File: config.mk
export PLATFORM = sky130hd
export DESIGN_NAME = people_counter
export DESIGN_NICKNAME = d
export VERILOG_FILES = /design/src/rtl/people_counter.sv
export SDC_FILE = /design/constraint.sdc
export NUM_CORES = 1
export LEC_CHECK = 0
export CORE_MARGIN = 3
export CORE_UTILIZATION = 52
export DETAILED_ROUTE_END_ITERATION = 7
export PLACE_DENSITY = 0.76
export SYNTH_ARGS = -nofsm -noshare
export SYNTH_HDL_FRONTEND = slang
export SYNTH_SLANG_ARGS = --single-unit
File: constraint.sdc
create_clock -name clk -period 2.55 [get_ports clk]
set_input_delay 0.51 -clock clk [delete_from_list [all_inputs] [get_ports clk]]
set_output_delay 0.51 -clock clk [all_outputs]
set_load 0.01 [all_outputs]
File: src/rtl/people_counter.sv
// people_counter: door-sensor passage tracker driving a saturating occupancy count.
// Sensors are synchronized and debounced before a direction FSM decides entry/exit.
module people_counter #(
    parameter int CW         = 3,
    parameter int MAX_COUNT  = 7,
    parameter int DEB_CYCLES = 4
) (
    input  logic          clk,
    input  logic          reset,
    input  logic          sens_out,
    input  logic          sens_in,
    input  logic          clr,
    output logic [CW-1:0] pCount,
    output logic          full,
    output logic          empty,
    output logic          inc_p,
    output logic          dec_p,
    output logic          ovf_p,
    output logic          unf_p
);
    localparam int DW = DEB_CYCLES > 1 ? $clog2(DEB_CYCLES) : 1;
    localparam logic [CW-1:0] MAXC = CW'(MAX_COUNT);
    localparam logic [DW-1:0] DEB_LAST = DW'(DEB_CYCLES - 1);

    typedef enum logic [2:0] {IDLE, IN1, IN2, IN3, OUT1, OUT2, OUT3} state_t;

    logic [1:0]    s1_q, s2_q, deb_q, deb_d;
    logic [DW-1:0] cnt_q, cnt_d;
    state_t        state_q, state_d;
    logic [CW-1:0] pcount_q, pcount_d;
    logic [3:0]    pulse_q, pulse_d;
    logic          ev_in, ev_out;

    always_ff @(posedge clk or negedge reset) begin
        if (!reset) begin
            s1_q     <= '0;
            s2_q     <= '0;
            deb_q    <= '0;
            cnt_q    <= '0;
            state_q  <= IDLE;
            pcount_q <= '0;
            pulse_q  <= '0;
        end else begin
            s1_q     <= {sens_out, sens_in};
            s2_q     <= s1_q;
            deb_q    <= deb_d;
            cnt_q    <= cnt_d;
            state_q  <= state_d;
            pcount_q <= pcount_d;
            pulse_q  <= pulse_d;
        end
    end

    // Window restarts whenever the synced pair agrees with the debounced pair again.
    always_comb begin
        deb_d = deb_q;
        cnt_d = '0;
        if (s2_q != deb_q) begin
            if (cnt_q == DEB_LAST) deb_d = s2_q;
            else cnt_d = cnt_q + 1'b1;
        end
    end

    always_comb begin
        state_d = state_q;
        case (state_q)
            IDLE: state_d = deb_q == 2'b10 ? IN1 : deb_q == 2'b01 ? OUT1 : IDLE;
            IN1:  state_d = deb_q == 2'b11 ? IN2 : deb_q == 2'b10 ? IN1 : IDLE;
            IN2:  state_d = deb_q == 2'b01 ? IN3 : deb_q == 2'b10 ? IN1 : deb_q == 2'b00 ? IDLE : IN2;
            IN3:  state_d = deb_q == 2'b11 ? IN2 : deb_q == 2'b01 ? IN3 : IDLE;
            OUT1: state_d = deb_q == 2'b11 ? OUT2 : deb_q == 2'b01 ? OUT1 : IDLE;
            OUT2: state_d = deb_q == 2'b10 ? OUT3 : deb_q == 2'b01 ? OUT1 : deb_q == 2'b00 ? IDLE : OUT2;
            OUT3: state_d = deb_q == 2'b11 ? OUT2 : deb_q == 2'b10 ? OUT3 : IDLE;
            default: state_d = state_q;
        endcase
    end

    assign ev_in  = state_q == IN3 && deb_q == 2'b00;
    assign ev_out = state_q == OUT3 && deb_q == 2'b00;

    // pulse bits: {inc, dec, ovf, unf}
    always_comb begin
        pcount_d = pcount_q;
        pulse_d  = '0;
        if (clr) begin
            pcount_d = '0;
        end else if (ev_in) begin
            pcount_d = pcount_q == MAXC ? pcount_q : pcount_q + 1'b1;
            pulse_d  = pcount_q == MAXC ? 4'b0010 : 4'b1000;
        end else if (ev_out) begin
            pcount_d = pcount_q == '0 ? pcount_q : pcount_q - 1'b1;
            pulse_d  = pcount_q == '0 ? 4'b0001 : 4'b0100;
        end
    end

    assign pCount = pcount_q;
    assign full   = pcount_q == MAXC;
    assign empty  = pcount_q == '0;
    assign {inc_p, dec_p, ovf_p, unf_p} = pulse_q;
endmodule
==> results.md, run 1 <==
- Outcome: finished, final reports clean
- H-tree level count: 1
- Most frequent cells after synthesis: dfrtp_1 (18), ha_1 (10), nor2_1 (5)
- Syn Inst Count: 87
- Comb pwr share: 0.414
- Clk network pwr share: 0.161
- Clk root buf: clkbuf_4
- Fillers: 150
- Post-synth EDFFs: 0
- NetSw: 0.435 mW
- Int Power: 0.660 mW
- GRT Total Usage: 0.154
- Largest cells by area after synthesis: dfrtp_1 (45%), ha_1 (12%), o32ai_4 (2.7%), xnor2_1 (2.6%), nor4_1 (2.5%)
- Flop pwr share: 0.425
- Period utilisation layout: 0.862
- Die Span Y: 50.0 um
- Antenna cell count: 0
- Hold path cells: 0
- Slew @ Worst Pin: 0.757 ns
- Largest net degree at the start of global routing: 19
- Area leader, netlist: dfrtp_1
- Mean area per synthesized cell: 11.6 um2
- Post-Route WL: 1.69 mm
- Yosys warnings: 0
- Count leader, synth: dfrtp_1
- Hold Path Class: flip-flop to flip-flop
- Max clock buf depth: 2
- Length in cells of the worst reg-to-reg path: 9
- Achievable clock frequency: 455 MHz
- Vias in the first global route: 706
- Synthesized area: 0.00101 mm2
- I/O pin count: 14
- Worst skew pair latency: 0.29 ns
- Critical path class: flip-flop to primary output
- Mean routed wirelength per cell: 13.4 um
- Seq/Total Area, Yosys: 0.447
- CP Capture Type: primary output
- Routed via count: 698
- Initial DRC Count: 2
- Die ar.: 0.00250 mm2
- Top_reg_cell synth: dfrtp_1
- CTS tree: done
- Synth Net Count: 102
- Layout area overhead: 17.2%
- RSZ-0062 raised after global routing: false
- Crit path cell chain: nor3_2 -> clkdlybuf4s50_1
- Pwr Total: 1.09 mW
- Global-route wire length before repair: 3.03 mm
- Clock sinks: 18
- Core Box Area: 0.00178 mm2
- Max Cap Violations: 0
- Fin. Hold Viols: 0
- Gpl congestion: 0.753
- Crit path max fanout: 5
- Post-CTS Setup Repair Bufs: 0
- Vias per cell: 5.54
- Critical path arrival: 1.69 ns
- Share of cells above drive strength 1: 0.129
- Sw Share: 0.397
- Post-CTS Hold Buffers: 0
- Cell family with most CP delay: buffers and inverters
- WP depth: 2
- WP data required: 2.04 ns
- Pwr per Cell Area: 926 mW/mm2
- Peak supply drop: 0.492 mV
- Initial antenna violation count: 0
- CP startpoint kind: flip-flop
- Worst-path clk slew: 0.11 ns
- Detailed Routing Iterations Pass 1: 4
- Post-route ant nets: 0
- Detailed placer's ending HPWL: 1.26 mm
- Top cell type's share of synthesized area: 0.447
- Chip Width: 50.0 um
- Post-CTS Resized: 0
- Layout Nets: 117
- Final setup viols: 0
- DRC Markers: 0
- LEAKAGE: 0.527 nW
- Critical path buffers and inverters: 1
- Area taken by multi-input logic gates: 515 um2
- Sequential cell area: 450 um2
- TritonCTS buffer count: 3
- Starting Density: 0.566
- Slew Limit Fails: 0
- Min Clock Period, post-route: 2.20 ns
- CP peak stage delay: 0.61 ns
- # port buffers: 13
- Synth Register Bits: 18
- Total gr overflow: 0
- Asr flop ratio synth: 1.00
- Slew HR: 0.494
- Synth cell types: 40
- CP max stage cell: clkdlybuf4s50_1
- Skew final: 0.00784 ns
- TNS Setup: 0 ns
- Rows: 15
[through the flow]
stage,worst slack (ns),hold slack [ns],instances,area (um2),utilization
final,0.351,0.367,126,1180,0.663
after detailed placement,0.449,0.353,122,1150,0.643
after CTS,0.335,0.374,126,1180,0.663
after global routing,0.234,0.379,126,1180,0.663
after floorplan,0.632,0.214,87,1010,-
after global placement,0.520,0.340,122,1150,0.643
[power groups by stage]
stage                     Sequential, mW  Combinational [mW]  Clock (mW)
after floorplan                    0.411               0.407           0
after global placement             0.465               0.441           0
after detailed placement           0.470               0.454           0
after CTS                          0.463               0.457       0.182
after global routing               0.480               0.512       0.196
final                              0.465               0.453       0.176
[area by class of cell]
cell class,instances,area share
repair buffers,13,0.110
multi-input cells,61,0.436
clock buffers,4,0.0307
inverters,5,0.0159
well taps,25,0.0265
flip-flops and latches,18,0.381
[metal layers]
metal / share of wire / track usage / routed length (um) / up-vias
met2: 0.50 / 0.257 / 850 / 13
met3: 0.038 / 0.0393 / 65 / 2
met4: 0.0030 / 0.0276 / 5 / 0
met1: 0.46 / 0.201 / 769 / 344
li1: - / - / - / 339
met5: 0 / 0 / 0 / -
[layout by cell type, fill, tap and decap left out, types with 2 or more instances in the layout]
cell / synthesis / routed
a21o_1: 2 / 2
a21oi_1: 2 / 2
clkbuf_4: 0 / 3
clkdlybuf4s50_1: 0 / 13
dfrtp_1: 18 / 18
ha_1: 10 / 10
inv_1: 4 / 4
nand2_1: 4 / 4
nand2_2: 2 / 2
nand2b_1: 2 / 2
nor2_1: 5 / 5
nor4_1: 4 / 4
o21ai_0: 3 / 3
xnor2_1: 3 / 3
[logic make-up (layout without fill, tap and decap cells)]
group / Yosys count / count (layout) / synth area share
XOR/XNOR: 4 / 4 / 0.0347
AO/OA/AOI/OAI: 18 / 18 / 0.155
AND/OR/NAND/NOR: 26 / 26 / 0.161
flip-flops: 18 / 18 / 0.447
multiplexers: 3 / 3 / 0.0360
adder cells (fa/ha/maj): 10 / 10 / 0.124
buffers and inverters: 8 / 22 / 0.0422
[registers in the layout, indices dropped and copies added (netlist names)]
signal / cells
pulse_q: 4
pCount: 3
state_q: 3
cnt_q: 2
deb_q: 2
s1_q: 2
s2_q: 2
[worst paths after layout]
| check | startpoint | end | slack (ns) |
|---|---|---|---|
| max | pCount[0]$_DFFE_PN0P_ | empty | 0.35 |
| min | s1_q[0]$_DFF_PN0_ | s2_q[0]$_DFF_PN0_ | 0.37 |
| max reg2reg | deb_q[0]$_DFFE_PN0P_ | pCount[2]$_DFFE_PN0P_ | 0.41 |
| min reg2reg | s1_q[0]$_DFF_PN0_ | s2_q[0]$_DFF_PN0_ | 0.37 |
| max in group asynchronous | reset | cnt_q[0]$_DFF_PN0_ | 1.42 |
| min in group asynchronous | reset | state_q[0]$_DFFE_PN0P_ | 0.65 |
[worst reg2reg max path: stages (launching register included)]
cell	delay, ns
dfrtp_1	0.47
inv_1	0.18
ha_1	0.25
nand4b_4	0.17
xor2_1	0.20
ha_1	0.20
nor2_1	0.05
mux2_4	0.27
a21o_1	0.19
a21oi_2	0.10
No activity file was read; power rests on OpenSTA's default activity.
==> inputs of run 2 (changes only) <==
--- a/config.mk
+++ b/config.mk
@@ -7,6 +7,7 @@
 export LEC_CHECK = 0
 export CORE_MARGIN = 3
 export CORE_UTILIZATION = 52
+export CTS_CLUSTER_SIZE = 28
 export DETAILED_ROUTE_END_ITERATION = 7
 export PLACE_DENSITY = 0.76
 export SYNTH_ARGS = -nofsm -noshare
==> constraint.sdc (replaced) <==
create_clock -name clk -period 2.5 [get_ports clk]
set_input_delay 0.5 -clock clk [delete_from_list [all_inputs] [get_ports clk]]
set_output_delay 0.5 -clock clk [all_outputs]
set_load 0.01 [all_outputs]
==> results of run 2 <==
Same layout as run 1 (identical final DEF). Status: finished, final reports clean.
Among the figures that moved: setup slack after placement 0.449 ns -> 0.399 ns; setup slack after layout 0.351 ns -> 0.311 ns; register-to-register setup slack 0.41 ns -> 0.36 ns; total power 1.09 mW -> 1.12 mW; worst IR drop on VDD 0.492 mV -> 0.502 mV
==> inputs of run 3 (changes only) <==
--- a/config.mk
+++ b/config.mk
@@ -5,7 +5,6 @@
 export SDC_FILE = /design/constraint.sdc
 export NUM_CORES = 1
 export LEC_CHECK = 0
-export CORE_MARGIN = 3
 export CORE_UTILIZATION = 52
 export CTS_CLUSTER_SIZE = 28
 export DETAILED_ROUTE_END_ITERATION = 7
==> constraint.sdc (replaced) <==
create_clock -name clk -period 2.1 [get_ports clk]
set_input_delay 0.42 -clock clk [delete_from_list [all_inputs] [get_ports clk]]
set_output_delay 0.42 -clock clk [all_outputs]
set_load 0.01 [all_outputs]
==> run 3 against run 2 <==
Compared with the run above: combinational power rose by 52%; routed wire length rose by 12%; sequential power is 4.4% higher; worst hold slack better by 0.0020 ns; via count rose by 2.9%; flip-flop and latch count stayed put; clock power is 19% higher; power up 27%; register-to-register slack worse by 0.19 ns; largest power group is now combinational cells.
==> results.md, run 3 (synthesized netlist as in run 1, its figures left out) <==
- Skew final: 0.00806 ns (was 0.00784 ns)
- Achievable clock frequency: 500 MHz
- Largest Register: pulse_q (unchanged)
- Gpl congestion: 0.754 (was 0.753)
- Post-Route WL: 1.89 mm (was 1.69 mm)
- DRC Markers: 0 (unchanged)
- Max reg flops: 4 (unchanged)
- TNS Setup: 0 ns (unchanged)
- Hold Slack: 0.369 ns (was 0.367 ns)
- Length in cells of the worst reg-to-reg path: 9 (unchanged)
- Clock sinks: 18 (unchanged)
- Largest net degree at the start of global routing: 19 (unchanged)
- Hold path cells: 0 (unchanged)
- Dpl ws: 0.191 ns (was 0.399 ns)
- Critical path arrival: 1.58 ns (was 1.69 ns)
- RSZ-0062 raised after global routing: false (unchanged)
- TritonCTS buffer count: 3 (unchanged)
- Layout Nets: 124 (was 117)
- Commonest non-fill, non-tap cell in the layout: dfrtp_1 (unchanged)
- Crit path max fanout: 6 (was 5)
- Vias per cell: 5.40 (was 5.54)
- Worst setup margin: 0.101 ns (was 0.311 ns)
- Worst skew pair latency: 0.29 ns (about the same)
- LEAKAGE: 0.560 nW (was 0.527 nW)
- Clk root buf: clkbuf_4 (unchanged)
- Final instance area: 0.00124 mm2 (was 0.00118 mm2)
- Die ar.: 0.00212 mm2 (was 0.00250 mm2)
- Pwr per Cell Area: 1140 mW/mm2 (was 944 mW/mm2)
- Peak supply drop: 0.799 mV (was 0.502 mV)
- Hold Path Class: flip-flop to flip-flop (unchanged)
- H-tree level count: 1 (unchanged)
- Chip Width: 46.0 um (was 50.0 um)
- Pwr Total: 1.41 mW (was 1.12 mW)
- Global-route wire length before repair: 3.06 mm (was 3.03 mm)
- Max clock buf depth: 2 (unchanged)
- Slew Limit Fails: 0 (unchanged)
- Core Box Area: 0.00176 mm2 (was 0.00178 mm2)
- Antenna cell count: 0 (unchanged)
- Vias in the first global route: 706 (unchanged)
- Initial DRC Count: 1 (was 2)
- Commonest non-fill, non-tap cells in the layout: dfrtp_1 (18), clkdlybuf4s50_1 (13), ha_1 (10) (unchanged)
- Area after DPL: 0.00120 mm2 (was 0.00115 mm2)
- CP Capture Type: primary output (unchanged)
- Min Clock Period, post-route: 2.00 ns
- Detailed Routing Iterations Pass 1: 4 (unchanged)
- Layout area overhead: 22.6% (was 17.2%)
- Starting Density: 0.572 (was 0.566)
- Share of cells above drive strength 1: 0.194 (was 0.129)
- Period utilisation layout: 0.952
- Fin. Hold Viols: 0 (unchanged)
- Rows: 15 (unchanged)
- GRT Total Usage: 0.209 (was 0.154)
- Mean routed wirelength per cell: 14.2 um (was 13.4 um)
- Max Cap Violations: 0 (unchanged)
- Post-route ant nets: 0 (unchanged)
- CTS tree: done (unchanged)
- Routed via count: 718 (was 698)
- # port buffers: 13 (unchanged)
- Worst-path clk slew: 0.10 ns (was 0.11 ns)
- Outcome: finished, final reports clean (unchanged)
- Final setup viols: 0 (unchanged)
- Post-CTS Setup Repair Bufs: 0 (unchanged)
- Initial antenna violation count: 0 (unchanged)
- Die Span Y: 46.0 um (was 50.0 um)
- Critical path class: flip-flop to primary output (unchanged)
- Detailed placer's ending HPWL: 1.43 mm (was 1.26 mm)
- I/O pin count: 14 (unchanged)
- CP startpoint kind: flip-flop (unchanged)
- Total gr overflow: 0 (unchanged)
- Slew @ Worst Pin: 0.373 ns (was 0.757 ns)
- Fillers: 150 (unchanged)
- Slew HR: 0.751 (was 0.494)
- WP data required: 1.68 ns (was 2.00 ns)
==> run 3: changes by cell type in the layout (fill, tap and decap cells not counted) <==
cell,previous run,this run
and3_1,1,0
and3_2,0,1
buf_4,0,7
==> run 3: worst paths after layout <==
kind | start | to | slack, ns
max in group asynchronous | reset | cnt_q[1]$_DFF_PN0_ | 1.46
hold reg to reg | s1_q[1]$_DFF_PN0_ | s2_q[1]$_DFF_PN0_ | 0.37
setup / recovery | pCount[1]$_DFFE_PN0P_ | full | 0.10
hold / removal | s1_q[1]$_DFF_PN0_ | s2_q[1]$_DFF_PN0_ | 0.37
setup reg to reg | deb_q[0]$_DFFE_PN0P_ | pCount[2]$_DFFE_PN0P_ | 0.17
min in group asynchronous | reset | state_q[0]$_DFFE_PN0P_ | 0.44
==> run 3: final cells by class <==
type	instances	area, um2	area share
Clock buffer	4	36.3	0.0294
Timing Repair Buffer	20	183	0.148
Tap cell	25	31.3	0.0253
Multi-Input combinational cell	61	517	0.418
Sequential cell	18	450	0.364
Inverter	5	18.8	0.0152
==> run 3: metal layers <==
layer | up-vias | global-route usage | routed length [um] | share of wire
met5 | - | 0 | 0 | 0
met4 | 0 | 0.124 | 18 | 0.0095
met3 | 2 | 0.0238 | 33 | 0.017
met2 | 8 | 0.358 | 996 | 0.53
met1 | 361 | 0.248 | 844 | 0.45
li1 | 347 | - | - | -
==> run 3: timing repair <==
action	4_1_cts	5_1_grt
hold buffers	0	0
endpoints found under the setup margin	0	1
gates resized for setup	0	1
==> run 3: power by group <==
part	switching [mW]	total, mW	internal [mW]	leakage (nW)
combinational	0.374	0.703	0.329	0.306
clock	0.109	0.215	0.106	0.0210
sequential	0.0722	0.495	0.423	0.232
==> run 3: through the flow <==
step / std cells / util
after CTS: 133 / 0.700
after detailed placement: 129 / 0.679
after global placement: 129 / 0.679
after global routing: 133 / 0.701
final: 133 / 0.701
after floorplan: 87 / -
==> run 3: critical path: stages (launching register included) <==
cell             delay [ns]
dfrtp_1                0.46
and3_2                 0.28
clkdlybuf4s50_1        0.55
